### config.mk
export PLATFORM = sky130hd
export DESIGN_NAME = bcd_seq_ctrl
export DESIGN_NICKNAME = d
export VERILOG_FILES = /design/src/rtl/bcd_seq_ctrl.sv
export SDC_FILE = /design/constraint.sdc
export NUM_CORES = 1
export LEC_CHECK = 0
export ABC_AREA = 1
export BUFFER_PORTS_ARGS = -buffer_cell sky130_fd_sc_hd__buf_2
export CAP_MARGIN = 10
export CORE_AREA = 2 2 70 72
export DETAILED_ROUTE_END_ITERATION = 10
export DIE_AREA = 0 0 72 74
export GPL_ROUTABILITY_DRIVEN = 0
export PLACE_DENSITY = 0.78
export SLEW_MARGIN = 10
export SYNTH_ARGS = -nofsm -noshare
export SYNTH_HDL_FRONTEND = slang
export SYNTH_SLANG_ARGS = --single-unit
export TNS_END_PERCENT = 30
### constraint.sdc
create_clock -name clk -period 2.13 [get_ports clk]
set_input_delay 0.639 -clock clk [delete_from_list [all_inputs] [get_ports clk]]
set_output_delay 0.639 -clock clk [all_outputs]
set_load 0.03 [all_outputs]
### src/rtl/bcd_seq_ctrl.sv
// Cascaded BCD event counter with prescaler, limit detection and run/pause control.
// Optional lap-capture register is built only when BCD_SEQ_LAP_EN is defined.
module bcd_seq_ctrl #(
  parameter int unsigned DIGITS   = 4,
  parameter int unsigned TICK_DIV = 10
) (
  input  logic                  clk,
  input  logic                  rst_n,
  input  logic                  start,
  input  logic                  stop,
  input  logic                  clear,
  input  logic                  load,
  input  logic [4*DIGITS-1:0]   load_val,
  input  logic [4*DIGITS-1:0]   limit_val,
  output logic [4*DIGITS-1:0]   count,
  output logic [DIGITS-1:0]     digit_en,
  output logic                  running,
  output logic                  done,
  output logic                  ovf,
  input  logic                  lap,
  output logic [4*DIGITS-1:0]   lap_count
);

  localparam int unsigned W  = 4 * DIGITS;
  localparam int unsigned PW = (TICK_DIV > 1) ? $clog2(TICK_DIV) : 1;
  localparam logic [PW-1:0] TickMax = PW'(TICK_DIV - 1);

  localparam logic [1:0] StIdle  = 2'd0;
  localparam logic [1:0] StRun   = 2'd1;
  localparam logic [1:0] StPause = 2'd2;
  localparam logic [1:0] StDone  = 2'd3;

  logic [1:0]        state_q, state_d;
  logic [W-1:0]      count_q, count_d;
  logic [PW-1:0]     presc_q, presc_d;
  logic [DIGITS-1:0] digit_en_q, digit_en_d;
  logic              ovf_q, ovf_d;

  logic              tick;
  logic              carry;
  logic              wrap;
  logic [3:0]        digit;
  logic [3:0]        ld_digit;
  logic [W-1:0]      inc_val;
  logic [DIGITS-1:0] inc_en;
  logic [W-1:0]      load_clean;

  // Ripple-carry BCD increment: a digit advances only when every lower digit is 9.
  always_comb begin
    carry      = 1'b1;
    digit      = 4'd0;
    ld_digit   = 4'd0;
    inc_val    = count_q;
    inc_en     = '0;
    load_clean = '0;
    for (int unsigned i = 0; i < DIGITS; i++) begin
      digit     = count_q[4*i +: 4];
      inc_en[i] = carry;
      if (carry) begin
        inc_val[4*i +: 4] = (digit == 4'd9) ? 4'd0 : digit + 4'd1;
      end
      carry = carry & (digit == 4'd9);
      ld_digit = load_val[4*i +: 4];
      load_clean[4*i +: 4] = (ld_digit > 4'd9) ? 4'd0 : ld_digit;
    end
    wrap = carry;
  end

  assign tick = (state_q == StRun) && (presc_q == TickMax);

  always_comb begin
    state_d    = state_q;
    count_d    = count_q;
    presc_d    = presc_q;
    digit_en_d = '0;
    ovf_d      = 1'b0;
    if (clear) begin
      state_d = StIdle;
      count_d = '0;
      presc_d = '0;
    end else if (load) begin
      state_d = StIdle;
      count_d = load_clean;
      presc_d = '0;
    end else begin
      if (state_q == StRun) begin
        presc_d = tick ? '0 : presc_q + 1'b1;
      end
      if (stop) begin
        if (state_q == StRun) state_d = StPause;
      end else if (start && (state_q == StIdle || state_q == StPause)) begin
        state_d = StRun;
      end
      // Reaching the limit takes precedence over a coincident stop.
      if (tick) begin
        count_d    = inc_val;
        digit_en_d = inc_en;
        ovf_d      = wrap;
        if (inc_val == limit_val) state_d = StDone;
      end
    end
  end

  always_ff @(posedge clk) begin
    if (rst_n) begin
      state_q    <= StIdle;
      count_q    <= '0;
      presc_q    <= '0;
      digit_en_q <= '0;
      ovf_q      <= 1'b0;
    end else begin
      state_q    <= state_d;
      count_q    <= count_d;
      presc_q    <= presc_d;
      digit_en_q <= digit_en_d;
      ovf_q      <= ovf_d;
    end
  end

  assign count    = count_q;
  assign digit_en = digit_en_q;
  assign ovf      = ovf_q;
  assign running  = (state_q == StRun);
  assign done     = (state_q == StDone);

`ifdef BCD_SEQ_LAP_EN
  logic [W-1:0] lap_q;

  // Captures the pre-update count, so a coincident tick is not seen here.
  always_ff @(posedge clk) begin
    if (rst_n) begin
      lap_q <= '0;
    end else if (clear) begin
      lap_q <= '0;
    end else if (lap && (state_q == StRun || state_q == StPause)) begin
      lap_q <= count_q;
    end
  end

  assign lap_count = lap_q;
`else
  logic unused_lap;
  assign unused_lap = lap;
  assign lap_count  = '0;
`endif

endmodule

* Word level (Yosys, flattened, before mapping) *
Cells that the tools add are included.

word-level totals
  register bits after elaboration = 27
  input port bits = 39
  output and inout bits = 39
  word-level logic and storage cells = 56

operators by class
  $add $sub $neg = 5
  magnitude comparators = 4
  eq/ne operators = 9
  mux-type cells = 20
  bitwise logic cells = 4
  reduce and logical (&&, ||, !) cells = 8

operator list
  kind                   count
  $mux W4                12
  $mux W16               2
  $add A4 B1 Y4 const B  5
  $eq A4 B4 Y1 const B   5
  $eq A16 B16 Y1         1
  $gt A4 B4 Y1 const B   4
  $mux W2                5
  $eq A2 B2 Y1 const B   2
  $reduce_or A4 Y1       1
  $and A1 B1 Y1          3
  $reduce_or A3 Y1       1
  $eq A2 B1 Y1 const B   1
  $logic_and A1 B1 Y1    2
  $logic_not A2 Y1       1
  $reduce_bool A2 Y1     1
  $reduce_or A2 Y1       1
  $logic_or A1 B1 Y1     1
  $mux W1                1
  $not A1 Y1             1

* Longest topological paths before layout *
Gate-level depths: netlist (run 1).

  depth after elaboration = 7
  mapped depth = 15
  gate-level depth less buffers = 15

* Worst setup path before layout (run 1) *
No wires, ideal clock.

  kind = register to register
  start point = register count_q[8], in the netlist count[8]
  end point = register state_q[0]
  arrival time = 1.800 ns
  slack = 0.260 ns
  cell stages (with the launch flop) = 14
  period minus slack after synthesis = 1.870 ns
  path through = dfxtp_1 -> ha_1 -> nand2_1 -> nor2_1 -> nand3_4 -> clkinv_2 -> nand2_1 -> nand2_1 -> nor2_1 -> nor2_1 -> nand2_1 -> nor2_1 -> nand2_1 -> a21oi_1

between the ends
  word-level cells in the longest chain between the ends = 6
  elaborated cells on any way between the ends = 9

RTL lines
  item                                                  RTL line  RTL
  start: declaration                                    34        logic [W-1:0] count_q, count_d;
  start signal: assignment                              113       count_q <= count_d;
  $add A4 B1 Y4 / $eq A4 B4 Y1 (equally long branches)  60, 62
  $mux W4 / $and A1 B1 Y1 (equally long branches)       60, 62
  $mux W4                                               59        if (carry) begin
  $eq A16 B16 Y1 (*)                                    99        if (inc_val == limit_val) state_d = StDone;
  $mux W2 (*)                                           99
  $mux W2 (*)                                           95        if (tick) begin
  end signal: assignment                                106       state_q <= StIdle;
  end signal: assignment                                112       state_q <= state_d;
  end: declaration                                      33        logic [1:0] state_q, state_d;

Mark *: on every way between the ends. The rest lies on a longest branch, timed or not.
A chain may end at the register's enable or synchronous reset.

* Final worst setup path (run 1) *
  start point = register count_q[5], in the netlist count[5]
  end point = register state_q[0]

between the ends
  word-level cells in the longest chain between the ends = 7
  elaborated cells on any way between the ends = 11

RTL lines
  item                                                                   RTL line
  parallel branches: the longest is 4 deep, another holds $add A4 B1 Y4  n/a
  $eq A16 B16 Y1 (*)                                                     99
  $mux W2 (*)                                                            99
  $mux W2 (*)                                                            95

Mark *: on every way between the ends.

==> flow_metrics.tcl, run 1 <==
set metrics [dict create \
    status "finished clean" \
    clk_latency_ps 280 \
    core_um2 4600 \
    syn-cell-area_um2 2210 \
    dp_hpwl_mm 4.39 \
    cp-end-kind "register" \
    fin_total_pwr_mw 1.08 \
    setup_viol 0 \
    synthToLayoutAreaGrowth_pct 17.0 \
    drive_gt1_share_pct 23.4 \
    grt_max_degree 18 \
    grt_pass1_vias 2095 \
    postCtsHoldBufs 0 \
    path_delay_family "simple AND/OR/NAND/NOR gates" \
    hold_class "register to register" \
    drt_iter0_markers 158 \
    ys.flop_type "dfxtp_1" \
    die_area_um2 5330 \
    path_common_cell "nand2_1" \
    critical_path.slowest_cell "dfxtp_1" \
    vias 2403 \
    power.leakage_nw 1.37 \
    worst_ep_required_time_ps 2350 \
    clock_sinks 27 \
    hold_violations 0 \
    cts_tree "yes" \
    avgSynthCellArea_um2 6.36 \
    slew_violations 0 \
    cts_root_buf "clkbuf_8" \
    fillers 469 \
    grt_pass1_wl_mm 8.98 \
    yosysTopAreaCell "dfxtp_1" \
    finalWirelength_mm 5.49 \
    grt-ovfl-total 0 \
    timing.final.crit_period_ps 1920 \
    clk_path_buf_depth 2 \
    fp.dieW_um 72 \
    synth_cell_type_count 34 \
    drtPass1Iterations 5 \
    start_util_pct 48.1 \
    antenna_cells 0 \
    worst_pin_slew_ps 503 \
    cts.htree.levels 1 \
    multi_input_area_um2 1390 \
    die_h_um 74 \
    final_nets 459 \
    wl_per_cell_um 11.8 \
    synth-async-reset-ratio_pct 0 \
    crit_arrival_ps 2130 \
    synth-seq-cells 27 \
    skew_ps 2.66 \
    seqCellArea_um2 541 \
    powerDensity_nw_per_um2 419 \
    numCtsBuffers 3 \
    cp_num_buf_inv 1 \
    cap_violations 0 \
    path_class "register to register" \
    cp_max_fo 8 \
    synthTopCellsByArea "dfxtp_1 24%, nand2_1 16%, nand3_1 10%, inv_1 7.5%, buf_4 5.8%" \
    yosysTopAreaCellShare_pct 24.4 \
    finalCritPeriodShare_pct 90.0 \
    drt-vias-per-instance 5.17 \
    peakVddDrop_v 0.000336 \
    max_freq_mhz 522 \
    grt_util_all_layers_pct 21.1 \
    antenna_found_initial 0 \
    fin_setup_tns_ps 0 \
    synth_seq_area_share_pct 24.4 \
    cp-start-kind "register" \
    synth_edf_count 0 \
    synth_cells 348 \
    ys_warn_count 0 \
    clkTransAtPathRegs_ps 100 \
    ant_nets 0 \
    slowest_delay_ps 350 \
    rows 25 \
    path_cells "inv_1, ha_1, nand2_1, nor2_4, nand2_4, nand2_2, nand2_1, nand2_1, nand3_1, nor2_1, nand2_1, nor2_1, nand2_1, a21oi_1" \
    io_pins 78 \
    drc_errors 0 \
    timing.slew.headroom_pct 66.3 \
    port-buffer-count 60 \
]
placed cells by master, fill, tap and decap left out, drive strengths merged:
cell    synthesis  final
a21oi           5      5
a221oi          8      8
a311oi          1      1
a31o            1      1
a31oi          13     13
buf            20     67
clkbuf          3      3
clkinv          2      3
conb            1     16
dfxtp          27     27
ha              8      8
inv            50     50
nand2         101    101
nand3          46     46
nand3b          4      4
nand4           5      5
nor2           31     31
nor3            6      6
o211ai          1      1
o21ai           6      6
o22ai           2      2
or2             2      2
xnor2           3      3
xor2            2      2
flip-flops by register name (all words and copies together), names as in the netlist:
name,cells
state_q,2
ovf,1
count,16
presc_q,4
digit_en,4
final timing paths:
path,startpoint,end,slack [ps],depth (start not counted)
max,count[5],state_q[0],210,14
min,count[15],count[15],540,2
max reg2reg,count[5],state_q[0],210,14
min reg2reg,count[15],count[15],540,2
layer usage:
metal,track usage [%],up-vias,part of all wire (%)
li1,-,1236,-
met1,25.4,1082,41
met2,39.1,83,51
met3,3.66,2,7.3
met4,5.24,0,0.42
met5,0,-,0
stage by stage:
stage | setup slack, ps | std cells | cell area [um^2] | util [%] | hold slack [ps]
finish | 213 | 465 | 2590 | 56.3 | 544
global route | -3.08 | 465 | 2590 | 56.3 | 586
CTS | 167 | 465 | 2580 | 56.2 | 542
detailed placement | 199 | 461 | 2540 | 55.2 | 531
global placement | 253 | 461 | 2540 | 55.2 | 520
floorplan | 260 | 363 | 2270 | - | 514
worst reg2reg max path, delay by kind of cell (launching register included):
kind | cells | cell delay, ps
and+or+nand+nor | 11 | 1100
adders and majority gates | 1 | 170
AOI/OAI and AO/OA | 1 | 130
DFF | 1 | 350
buffers and inverters | 1 | 110
final cells by class:
type,instances,share of cell area [%]
multi-input cells,261,53.5
clock buffers,3,1.59
flip-flops and latches,27,20.9
well taps,54,2.61
inverters,52,7.59
clock inverters,1,0.193
repair buffers,67,13.6
cells by family after synthesis:
logic type / share of synthesized area, %
flops: 24.4
fa+ha+maj: 4.52
simple gates: 42.1
other cells: 0.169
buf+inv: 15.8
compound gates: 11.0
xor+xnor: 1.98
repair_timing:
item,in CTS,in global routing
resized for setup,0,2
setup endpoints to repair,0,2
buffers inserted,0,0
synthesized netlist by cell type, types with 2 or more instances:
library cell	count
nand3b_1	3
xnor2_1	3
clkbuf_1	3
a21oi_1	5
dfxtp_1	27
nor2_4	4
a31oi_1	13
xor2_1	2
a221oi_1	8
buf_4	17
nand2_1	95
or2_2	2
ha_1	8
nand4_1	5
buf_2	3
nor2_1	26
nand3_1	45
inv_1	44
nand2_4	3
o22ai_1	2
nor3_1	6
o21ai_0	5
inv_2	6
nand2_2	3
report_power, final:
part	internal, mW	switching, mW
Sequential	0.515	0.0155
Clock	0.132	0.174
Combinational	0.0834	0.165
Total	0.730	0.355
Note: power is estimated with default switching activity, not from simulation.
==> inputs of run 2 (changes only) <==
Settings changed: CORE_AREA 2 2 70 72 to 5 5 73 75, DIE_AREA 0 0 72 74 to 0 0 78 80.
==> run 2 against run 1 <==
Effect of this change:
- maximum frequency shrank 1.4%
- die area increased by 17%
- total power hardly changed
- cell count shrank 0.22%
- sequential share of layout area increased by 0.061 points
- routed wire length grew 5.2%
- worst hold slack lost 8.5 ps
==> flow_metrics.tcl, run 2 (synthesized netlist as in run 1, its figures left out) <==
set metrics [dict create \
    wl_per_cell_um 12.4 \
    worst_ep_required_time_ps 2340 \
    final_nets 458 \
    grt-ovfl-total 0 \
    core_um2 4600 \
    timing.slew.headroom_pct 66.8 \
    grt_pass1_wl_mm 9.90 \
    cap_violations 0 \
    vias 2423 \
    drt_iter0_markers 168 \
    fillers 479 \
    hold_class "register to register" \
    clock_sinks 27 \
    grt_max_degree 18 \
    clk_latency_ps 280 \
    drt-vias-per-instance 5.22 \
    cts.htree.levels 1 \
    status "finished clean" \
    die_h_um 80 \
    power.leakage_nw 1.36 \
    slew_violations 0 \
    peakVddDrop_v 0.000271 \
    timing.final.crit_period_ps 1940 \
    cts_tree "yes" \
    drive_gt1_share_pct 22.9 \
    clk_path_buf_depth 2 \
    whs_ps 536 \
    drc_errors 0 \
    antenna_found_initial 0 \
    utilization_pct 56.1 \
    die_area_um2 6240 \
    start_util_pct 48.1 \
    finalWirelength_mm 5.77 \
    cp-end-kind "register" \
    synthToLayoutAreaGrowth_pct 16.6 \
    postCtsHoldBufs 0 \
    setup_viol 0 \
    drtPass1Iterations 5 \
    worst_pin_slew_ps 496 \
    crit_arrival_ps 2160 \
    final_cell_mix "95 x nand2_1, 60 x buf_2, 44 x inv_1, 44 x nand3_1, 27 x dfxtp_1" \
    skew_ps 4.64 \
    rsz0062_at_grt "false" \
    cp_max_fo 8 \
    multi_input_area_um2 1390 \
    cp-start-kind "register" \
    grt_pass1_vias 2313 \
    powerDensity_nw_per_um2 420 \
    numCtsBuffers 3 \
    port-buffer-count 60 \
    final_common_cell "nand2_1" \
    antenna_cells 0 \
    crit_start "count[5]" \
    fin_setup_tns_ps 0 \
    dp_hpwl_mm 4.56 \
    rows 25 \
    largest_register_ffs 16 \
    io_pins 78 \
    cts_root_buf "clkbuf_8" \
    max_freq_mhz 514 \
    finalCritPeriodShare_pct 91.3 \
    seqCellArea_um2 541 \
    fp.dieW_um 78 \
    hold_violations 0 \
    path_class "register to register" \
    clkTransAtPathRegs_ps 100 \
    grt_util_all_layers_pct 19.1 \
    min-delay-start "count[15]" \
    timing.rr.start "count[5]" \
    ant_nets 0 \
]
-- run 2: cell type report --
class | count | share of cell area, %
sequential | 27 | 20.9
inverter | 52 | 7.61
multi-input combinational | 261 | 53.7
clock buffer | 4 | 1.75
tap | 54 | 2.62
timing repair buffer | 66 | 13.4
-- run 2: worst max-delay path, cell delays in order (launching register included) --
cell,delay (ps)
dfxtp_1,350
inv_1,100
ha_1,170
nand2_1,90
nor2_4,240
nand2_4,130
nand2_2,90
nand2_1,50
nand2_1,50
nand3_1,80
nor2_1,150
nand2_1,60
nor2_1,90
nand2_1,90
a21oi_1,130
-- run 2: power breakdown --
part           switching (mW)  internal, mW  total [mW]
Clock                   0.172         0.134       0.306
Combinational           0.165        0.0824       0.247
Sequential             0.0163         0.515       0.531
Total                   0.353         0.731        1.08
-- run 2: timing repair --
item | 4_1_cts | 5_1_grt
setup buffers | 0 | 0
hold endpoints to repair | 0 | 0
setup endpoints to repair | 0 | 2
resized for setup | 0 | 2
-- run 2: path summary, 6_finish.rpt --
path | end | slack [ps] | depth (start not counted)
setup / recovery | state_q[1] | 190 | 14
hold / removal | count[15] | 540 | 2
setup reg to reg | state_q[1] | 190 | 14
hold reg to reg | count[15] | 540 | 2
-- run 2: metal layers --
metal	vias to the layer above	part of all wire [%]	GRT usage [%]
li1	1224	-	-
met1	1102	41	23.1
met2	89	50	33.9
met3	8	7.9	4.29
met4	0	1.2	5.07
met5	-	0	0
-- run 2: stage by stage --
stage / setup WS, ps / instance area [um^2] / instances / power, mW
after CTS: 190 / 2570 / 464 / 1.09
after detailed placement: 210 / 2530 / 460 / 0.786
final: 186 / 2580 / 464 / 1.08
after global placement: 264 / 2530 / 460 / 0.782
after global routing: 37.2 / 2580 / 464 / 1.15
after floorplan: 260 / 2270 / 363 / 0.728
